$ cat config.mk
export PLATFORM = sky130hd
export DESIGN_NAME = mem_latch_ctrl
export DESIGN_NICKNAME = d
export VERILOG_FILES = /design/src/rtl/mem_latch_pkg.sv /design/src/rtl/bus_phase_timer.sv /design/src/rtl/mem_latch_ctrl.sv
export SDC_FILE = /design/constraint.sdc
export NUM_CORES = 1
export LEC_CHECK = 0
export ABC_AREA = 1
export CORE_UTILIZATION = 56
export CTS_BUF_LIST = sky130_fd_sc_hd__clkbuf_8
export CTS_CLUSTER_SIZE = 25
export DETAILED_ROUTE_END_ITERATION = 8
export PLACE_DENSITY = 0.88
export SLEW_MARGIN = 25
export SYNTH_ARGS = -nofsm -noshare
export SYNTH_HDL_FRONTEND = slang
export SYNTH_HIERARCHICAL = 1
export SYNTH_SLANG_ARGS = --single-unit
$ cat constraint.sdc
create_clock -name clk -period 3.2 [get_ports clk]
set_clock_uncertainty 0.2 [all_clocks]
set_input_delay 0.96 -clock clk [delete_from_list [all_inputs] [get_ports clk]]
set_output_delay 0.96 -clock clk [all_outputs]
set_load 0.02 [all_outputs]
$ cat src/rtl/mem_latch_pkg.sv
// Shared types and defaults for the multiplexed-AD latch/memory controller.
// Holds the FSM state encoding, default phase lengths and the phase-count helper.
package mem_latch_pkg;

  typedef enum logic [2:0] {
    IDLE = 3'd0,
    ADDR = 3'd1,
    HOLD = 3'd2,
    DATA = 3'd3,
    TURN = 3'd4
  } state_e;

  localparam int T_LE_DEF  = 1;
  localparam int T_ACC_DEF = 2;
  localparam int PHASE_W   = 8;

  // Phase lengths are clamped to 1..255 so the 8-bit counter can never wrap.
  function automatic logic [PHASE_W-1:0] phase_load(input int cycles);
    int c;
    if (cycles < 1) begin
      c = 1;
    end else if (cycles > 255) begin
      c = 255;
    end else begin
      c = cycles;
    end
    return PHASE_W'(c - 1);
  endfunction

endpackage

$ cat src/rtl/bus_phase_timer.sv
// 8-bit loadable down-counter timing each bus phase; zero marks the last cycle.
// Decrement saturates at zero so a stray dec never wraps the count.
module bus_phase_timer
  import mem_latch_pkg::*;
(
  input  logic               clk,
  input  logic               rstn,
  input  logic               load,
  input  logic [PHASE_W-1:0] load_val,
  input  logic               dec,
  output logic               zero
);

  logic [PHASE_W-1:0] cnt_q;
  logic [PHASE_W-1:0] cnt_d;

  always_comb begin
    cnt_d = cnt_q;
    if (load) begin
      cnt_d = load_val;
    end else if (dec && (cnt_q != '0)) begin
      cnt_d = cnt_q - 1'b1;
    end
  end

  always_ff @(posedge clk or negedge rstn) begin
    if (!rstn) begin
      cnt_q <= '0;
    end else begin
      cnt_q <= cnt_d;
    end
  end

  assign zero = (cnt_q == '0);

endmodule

$ cat src/rtl/mem_latch_ctrl.sv
// Controller for a memory behind a multiplexed AD bus with external address latches.
// Sequence per access: ADDR (LE high) -> HOLD -> DATA (strobe low) -> TURN (response).
module mem_latch_ctrl
  import mem_latch_pkg::*;
#(
  parameter int AW    = 16,
  parameter int DW    = 16,
  parameter int T_LE  = T_LE_DEF,
  parameter int T_ACC = T_ACC_DEF
) (
  input  logic          clk,
  input  logic          rstn,
  input  logic          req_valid,
  output logic          req_ready,
  input  logic          req_we,
  input  logic [AW-1:0] req_addr,
  input  logic [DW-1:0] req_wdata,
  output logic          rsp_valid,
  output logic [DW-1:0] rsp_rdata,
  output logic [DW-1:0] ad_out,
  output logic          ad_oe,
  input  logic [DW-1:0] ad_in,
  output logic          lat_le,
  output logic          lat_oe_n,
  output logic          mem_oe_n,
  output logic          mem_we_n
);

  localparam logic [PHASE_W-1:0] LE_LOAD  = phase_load(T_LE);
  localparam logic [PHASE_W-1:0] ACC_LOAD = phase_load(T_ACC);

  state_e        state_q, state_d;
  logic          we_q, we_d;
  logic [AW-1:0] addr_q, addr_d;
  logic [DW-1:0] wdata_q, wdata_d;

  logic          req_ready_q, req_ready_d;
  logic          rsp_valid_q, rsp_valid_d;
  logic [DW-1:0] rsp_rdata_q, rsp_rdata_d;
  logic [DW-1:0] ad_out_q, ad_out_d;
  logic          ad_oe_q, ad_oe_d;
  logic          lat_le_q, lat_le_d;
  logic          lat_oe_n_q, lat_oe_n_d;
  logic          mem_oe_n_q, mem_oe_n_d;
  logic          mem_we_n_q, mem_we_n_d;

  logic               accept;
  logic               t_load;
  logic [PHASE_W-1:0] t_val;
  logic               t_dec;
  logic               t_zero;

  bus_phase_timer u_timer (
    .clk      (clk),
    .rstn     (rstn),
    .load     (t_load),
    .load_val (t_val),
    .dec      (t_dec),
    .zero     (t_zero)
  );

  assign accept = req_valid && req_ready_q;

  // Next state, request capture and phase timing.
  always_comb begin
    state_d     = state_q;
    we_d        = we_q;
    addr_d      = addr_q;
    wdata_d     = wdata_q;
    rsp_rdata_d = rsp_rdata_q;
    t_load      = 1'b0;
    t_val       = LE_LOAD;
    t_dec       = 1'b0;
    case (state_q)
      IDLE: begin
        if (accept) begin
          state_d = ADDR;
          we_d    = req_we;
          addr_d  = req_addr;
          wdata_d = req_wdata;
          t_load  = 1'b1;
          t_val   = LE_LOAD;
        end
      end
      ADDR: begin
        if (t_zero) begin
          state_d = HOLD;
        end else begin
          t_dec = 1'b1;
        end
      end
      HOLD: begin
        state_d = DATA;
        t_load  = 1'b1;
        t_val   = ACC_LOAD;
      end
      DATA: begin
        if (t_zero) begin
          state_d = TURN;
          if (!we_q) begin
            rsp_rdata_d = ad_in;
          end
        end else begin
          t_dec = 1'b1;
        end
      end
      TURN: begin
        state_d = IDLE;
      end
      default: begin
        state_d = IDLE;
      end
    endcase
  end

  // Pin values are decoded from the next state so every output comes straight from a flop.
  always_comb begin
    req_ready_d = (state_d == IDLE);
    rsp_valid_d = (state_d == TURN);
    ad_out_d    = ad_out_q;
    ad_oe_d     = 1'b0;
    lat_le_d    = 1'b0;
    lat_oe_n_d  = 1'b1;
    mem_oe_n_d  = 1'b1;
    mem_we_n_d  = 1'b1;
    case (state_d)
      ADDR: begin
        ad_oe_d  = 1'b1;
        ad_out_d = DW'(addr_d);
        lat_le_d = 1'b1;
      end
      HOLD: begin
        ad_oe_d    = 1'b1;
        ad_out_d   = DW'(addr_d);
        lat_oe_n_d = 1'b0;
      end
      DATA: begin
        lat_oe_n_d = 1'b0;
        if (we_d) begin
          ad_oe_d    = 1'b1;
          ad_out_d   = wdata_d;
          mem_we_n_d = 1'b0;
        end else begin
          mem_oe_n_d = 1'b0;
        end
      end
      default: begin
        ad_oe_d = 1'b0;
      end
    endcase
  end

  always_ff @(posedge clk or negedge rstn) begin
    if (!rstn) begin
      state_q     <= IDLE;
      req_ready_q <= 1'b0;
      rsp_valid_q <= 1'b0;
      rsp_rdata_q <= '0;
      ad_out_q    <= '0;
      ad_oe_q     <= 1'b0;
      lat_le_q    <= 1'b0;
      lat_oe_n_q  <= 1'b1;
      mem_oe_n_q  <= 1'b1;
      mem_we_n_q  <= 1'b1;
    end else begin
      state_q     <= state_d;
      req_ready_q <= req_ready_d;
      rsp_valid_q <= rsp_valid_d;
      rsp_rdata_q <= rsp_rdata_d;
      ad_out_q    <= ad_out_d;
      ad_oe_q     <= ad_oe_d;
      lat_le_q    <= lat_le_d;
      lat_oe_n_q  <= lat_oe_n_d;
      mem_oe_n_q  <= mem_oe_n_d;
      mem_we_n_q  <= mem_we_n_d;
    end
  end

  // Request payload is only meaningful while an access is in flight.
  always_ff @(posedge clk) begin
    we_q    <= we_d;
    addr_q  <= addr_d;
    wdata_q <= wdata_d;
  end

  assign req_ready = req_ready_q;
  assign rsp_valid = rsp_valid_q;
  assign rsp_rdata = rsp_rdata_q;
  assign ad_out    = ad_out_q;
  assign ad_oe     = ad_oe_q;
  assign lat_le    = lat_le_q;
  assign lat_oe_n  = lat_oe_n_q;
  assign mem_oe_n  = mem_oe_n_q;
  assign mem_we_n  = mem_we_n_q;

endmodule

==> impl_metrics.sql <==
INSERT INTO impl_metrics (metric_group, metric, value, unit) VALUES
('timing', 'number_of_setup_violations_in_the_final_report', '0', ''),
('logic_synthesis', 'synthesized_area', '3950', 'µm²'),
('setup_path', 'r2r.worst_path.cells', '11', ''),
('clock_tree', 'h-tree-depth', '3', ''),
('logic_synthesis', 'synth.yosys.seq_area_share', '48.5', '%'),
('clock_tree', 'worstSkewPairLatency', '0.35', 'ns'),
('place', 'post-place-cells', '707', ''),
('logic_synthesis', 'yosysTopAreaCellShare', '29.8', '%'),
('setup_path', 'critical_path_arrival', '2.80', 'ns'),
('clock_tree', 'cts_tree', 'done', ''),
('detailed_routing', 'wl_met3', '578', 'µm'),
('global_route', 'grt_max_degree', '34', ''),
('job', 'maxCapViolations', '0', ''),
('timing', 'max-slew-margin-rel', '66.0', '%'),
('setup_path', 'critical_path.top_delay_family', 'simple AND/OR/NAND/NOR gates', ''),
('die', 'chipHeight', '86.0', 'µm'),
('detailed_routing', 'drt_first_iter_violations', '151', ''),
('setup_path', 'crit_chain', 'inv_1 -> ha_1 -> nand2_1 -> nor2_1 -> nand2_1 -> nand3_4 -> inv_2 -> nand3_4 -> buf_4 -> nand3_1 -> nand2_1', ''),
('worst_hold_path', 'hold_path.class', 'reg -> reg', ''),
('die', 'dieWidth', '86.0', 'µm'),
('layout', 'finalInstanceArea', '5170', 'µm²'),
('clock_tree', 'cts.repair.resized', '0', ''),
('die', 'die_area', '7400', 'µm²'),
('die', 'start_util', '58.2', '%'),
('setup_path', 'path_max_fanout', '19', ''),
('timing', 'grt_setup_unrepaired', 'false', ''),
('worst_hold_path', 'timing.hold.worst_endpoint', 'rsp_rdata[12]$_DFFE_PN0P_', ''),
('place', 'post_detailed_placement_half_perimeter_wirelength', '6440', 'µm'),
('timing', 'worst-slew-pin-transition', '0.506', 'ns'),
('clock_tree', 'number_of_buffers_inserted_for_hold_repair_after_clock_tree_synthesis', '0', ''),
('pwr', 'p_leak', '2.64', 'nW'),
('place', 'weighted_congestion_at_the_end_of_routability_driven_global_placement', '0.835', ''),
('clock_tree', 'clockBufferDepth', '2', ''),
('timing', 'period_share', '84.6', '%'),
('die', 'rows', '30', ''),
('place', 'dpl_cell_area', '4970', 'µm²'),
('global_route', 'grt_overflow', '0', ''),
('run_status', 'status', 'complete, no violations', ''),
('detailed_routing', 'top_layer_used', 'met4', ''),
('pwr', 'irDropWorstVdd', '0.000617', 'V'),
('global_route', 'number_of_antenna_violations_at_the_first_check_in_global_routing', '0', ''),
('worst_hold_path', 'worstHoldPathCells', '2', ''),
('timing', 'finalHoldViolCount', '0', ''),
('detailed_routing', 'postRouteWirelength', '9090', 'µm'),
('detailed_routing', 'first_pass_iters', '5', ''),
('detailed_routing', 'detail_route.drc_violations', '0', ''),
('setup_path', 'critical-path-slowest-cell', 'sky130_fd_sc_hd__dfrtp_1', ''),
('setup_path', 'critical_path.n_buffers_inverters', '3', ''),
('worst_hold_path', 'min-delay-start', 'rsp_rdata[12]$_DFFE_PN0P_', ''),
('setup_path', 'r2r-start', 'u_timer/cnt_q[0]$_DFFE_PN0P_', ''),
('layout', 'area_delta_synth_final', '30.9', '%'),
('logic_synthesis', 'ys_types', '29', ''),
('setup_path', 'cp-start-kind', 'flop', ''),
('clock_tree', 'postCtsSetupBuffers', '0', ''),
('detailed_routing', 'detail_route.wirelength.met1', '3800', 'µm'),
('detailed_routing', 'route.vias.total', '3647', ''),
('die', 'top_level_ports', '91', ''),
('clock_tree', 'cts_inserted_buffers', '9', ''),
('global_route', 'via_count_of_the_first_global_routing_pass', '3548', ''),
('layout', 'mostFrequentLayoutCell', 'sky130_fd_sc_hd__nand2_1', ''),
('layout', 'drive_above_1_share', '7.34', '%'),
('layout', 'n_antenna_cell', '0', ''),
('pwr', 'totalPowerFinal', '5.18', 'mW'),
('logic_synthesis', 'post-synth-top-area-cell', 'sky130_fd_sc_hd__dfrtp_1', ''),
('setup_path', 'critical_path.max_stage_delay', '0.39', 'ns'),
('timing', 'post-route-worst-setup-slack', '0.491', 'ns'),
('setup_path', 'path_class', 'reg -> reg', ''),
('global_route', 'grt_pass1_wl', '15500', 'µm'),
('timing', 'setup_tns', '0', 'ns'),
('layout', 'nNetsFinal', '676', ''),
('logic_synthesis', 'yosys-top-cells-area', 'sky130_fd_sc_hd__dfrtp_1 (30%), sky130_fd_sc_hd__dfxtp_1 (17%), sky130_fd_sc_hd__nand2_1 (15%)', '');
-- layer usage --
layer,track usage [%],vias up
li1,-,1809
met1,32.9,1685
met2,45.2,137
met3,5.20,16
met4,11.1,0
met5,0,-
-- tightest hold or removal path: stages, from the launching register on --
cell and delay, ns:
sky130_fd_sc_hd__dfrtp_1 0.35, sky130_fd_sc_hd__nand2_1 0.05, sky130_fd_sc_hd__nand2_1 0.05
-- cell usage after synthesis (all sizes together) --
cell and number:
dfxtp 33, o21ai 8, clkbuf 10, clkinv 2, nor2 17, and2 33
nand2 161, ha 2, dfrtp 47, xnor2 1, buf 8, nand3 113
dfstp 3, conb 1, nor3 3, nand4 2, inv 80
-- final cells by class --
type                       count  area [µm²]
clock buffer                   9         124
clock inverter                 7        76.3
fill                         497        1620
inverter                      82         309
multi-input combinational    347        1660
sequential                    83        1920
tap                           96         120
timing repair buffer          99         963
-- power by group --
| group | switching, mW | internal [mW] |
|---|---|---|
| sequential | 0.257 | 1.54 |
| combinational | 1.56 | 1.06 |
| clock | 0.392 | 0.368 |
| total | 2.21 | 2.97 |
-- registers in the layout (all words and copies together), names as in the netlist, 3 cells and up --
name,flops
wdata_q,16
u_timer/cnt_q,8
ad_out,16
state_q,3
addr_q,16
rsp_rdata,16
-- cell families after synthesis --
family                   synth area share [%]
AO/OA/AOI/OAI                            1.30
XOR/XNOR                                0.222
adder cells (fa/ha/maj)                 0.633
buffers and inverters                    10.0
flip-flops                               48.5
other                                  0.0949
AND/OR/NAND/NOR                          39.3
-- worst max path at each step --
stage	start	end	slack, ns	cells after the start
floorplan	req_valid	u_timer/cnt_q[0]$_DFFE_PN0P_	0.69	9
global placement	req_valid	u_timer/cnt_q[2]$_DFFE_PN0P_	0.33	10
detailed placement	req_valid	ad_out[13]$_DFFE_PN0P_	0.33	9
CTS	u_timer/cnt_q[0]$_DFFE_PN0P_	ad_out[14]$_DFFE_PN0P_	0.48	11
global route	u_timer/cnt_q[0]$_DFFE_PN0P_	ad_out[13]$_DFFE_PN0P_	0.27	11
finish	u_timer/cnt_q[0]$_DFFE_PN0P_	ad_out[14]$_DFFE_PN0P_	0.49	11
Note: power is estimated with default switching activity, not from simulation.
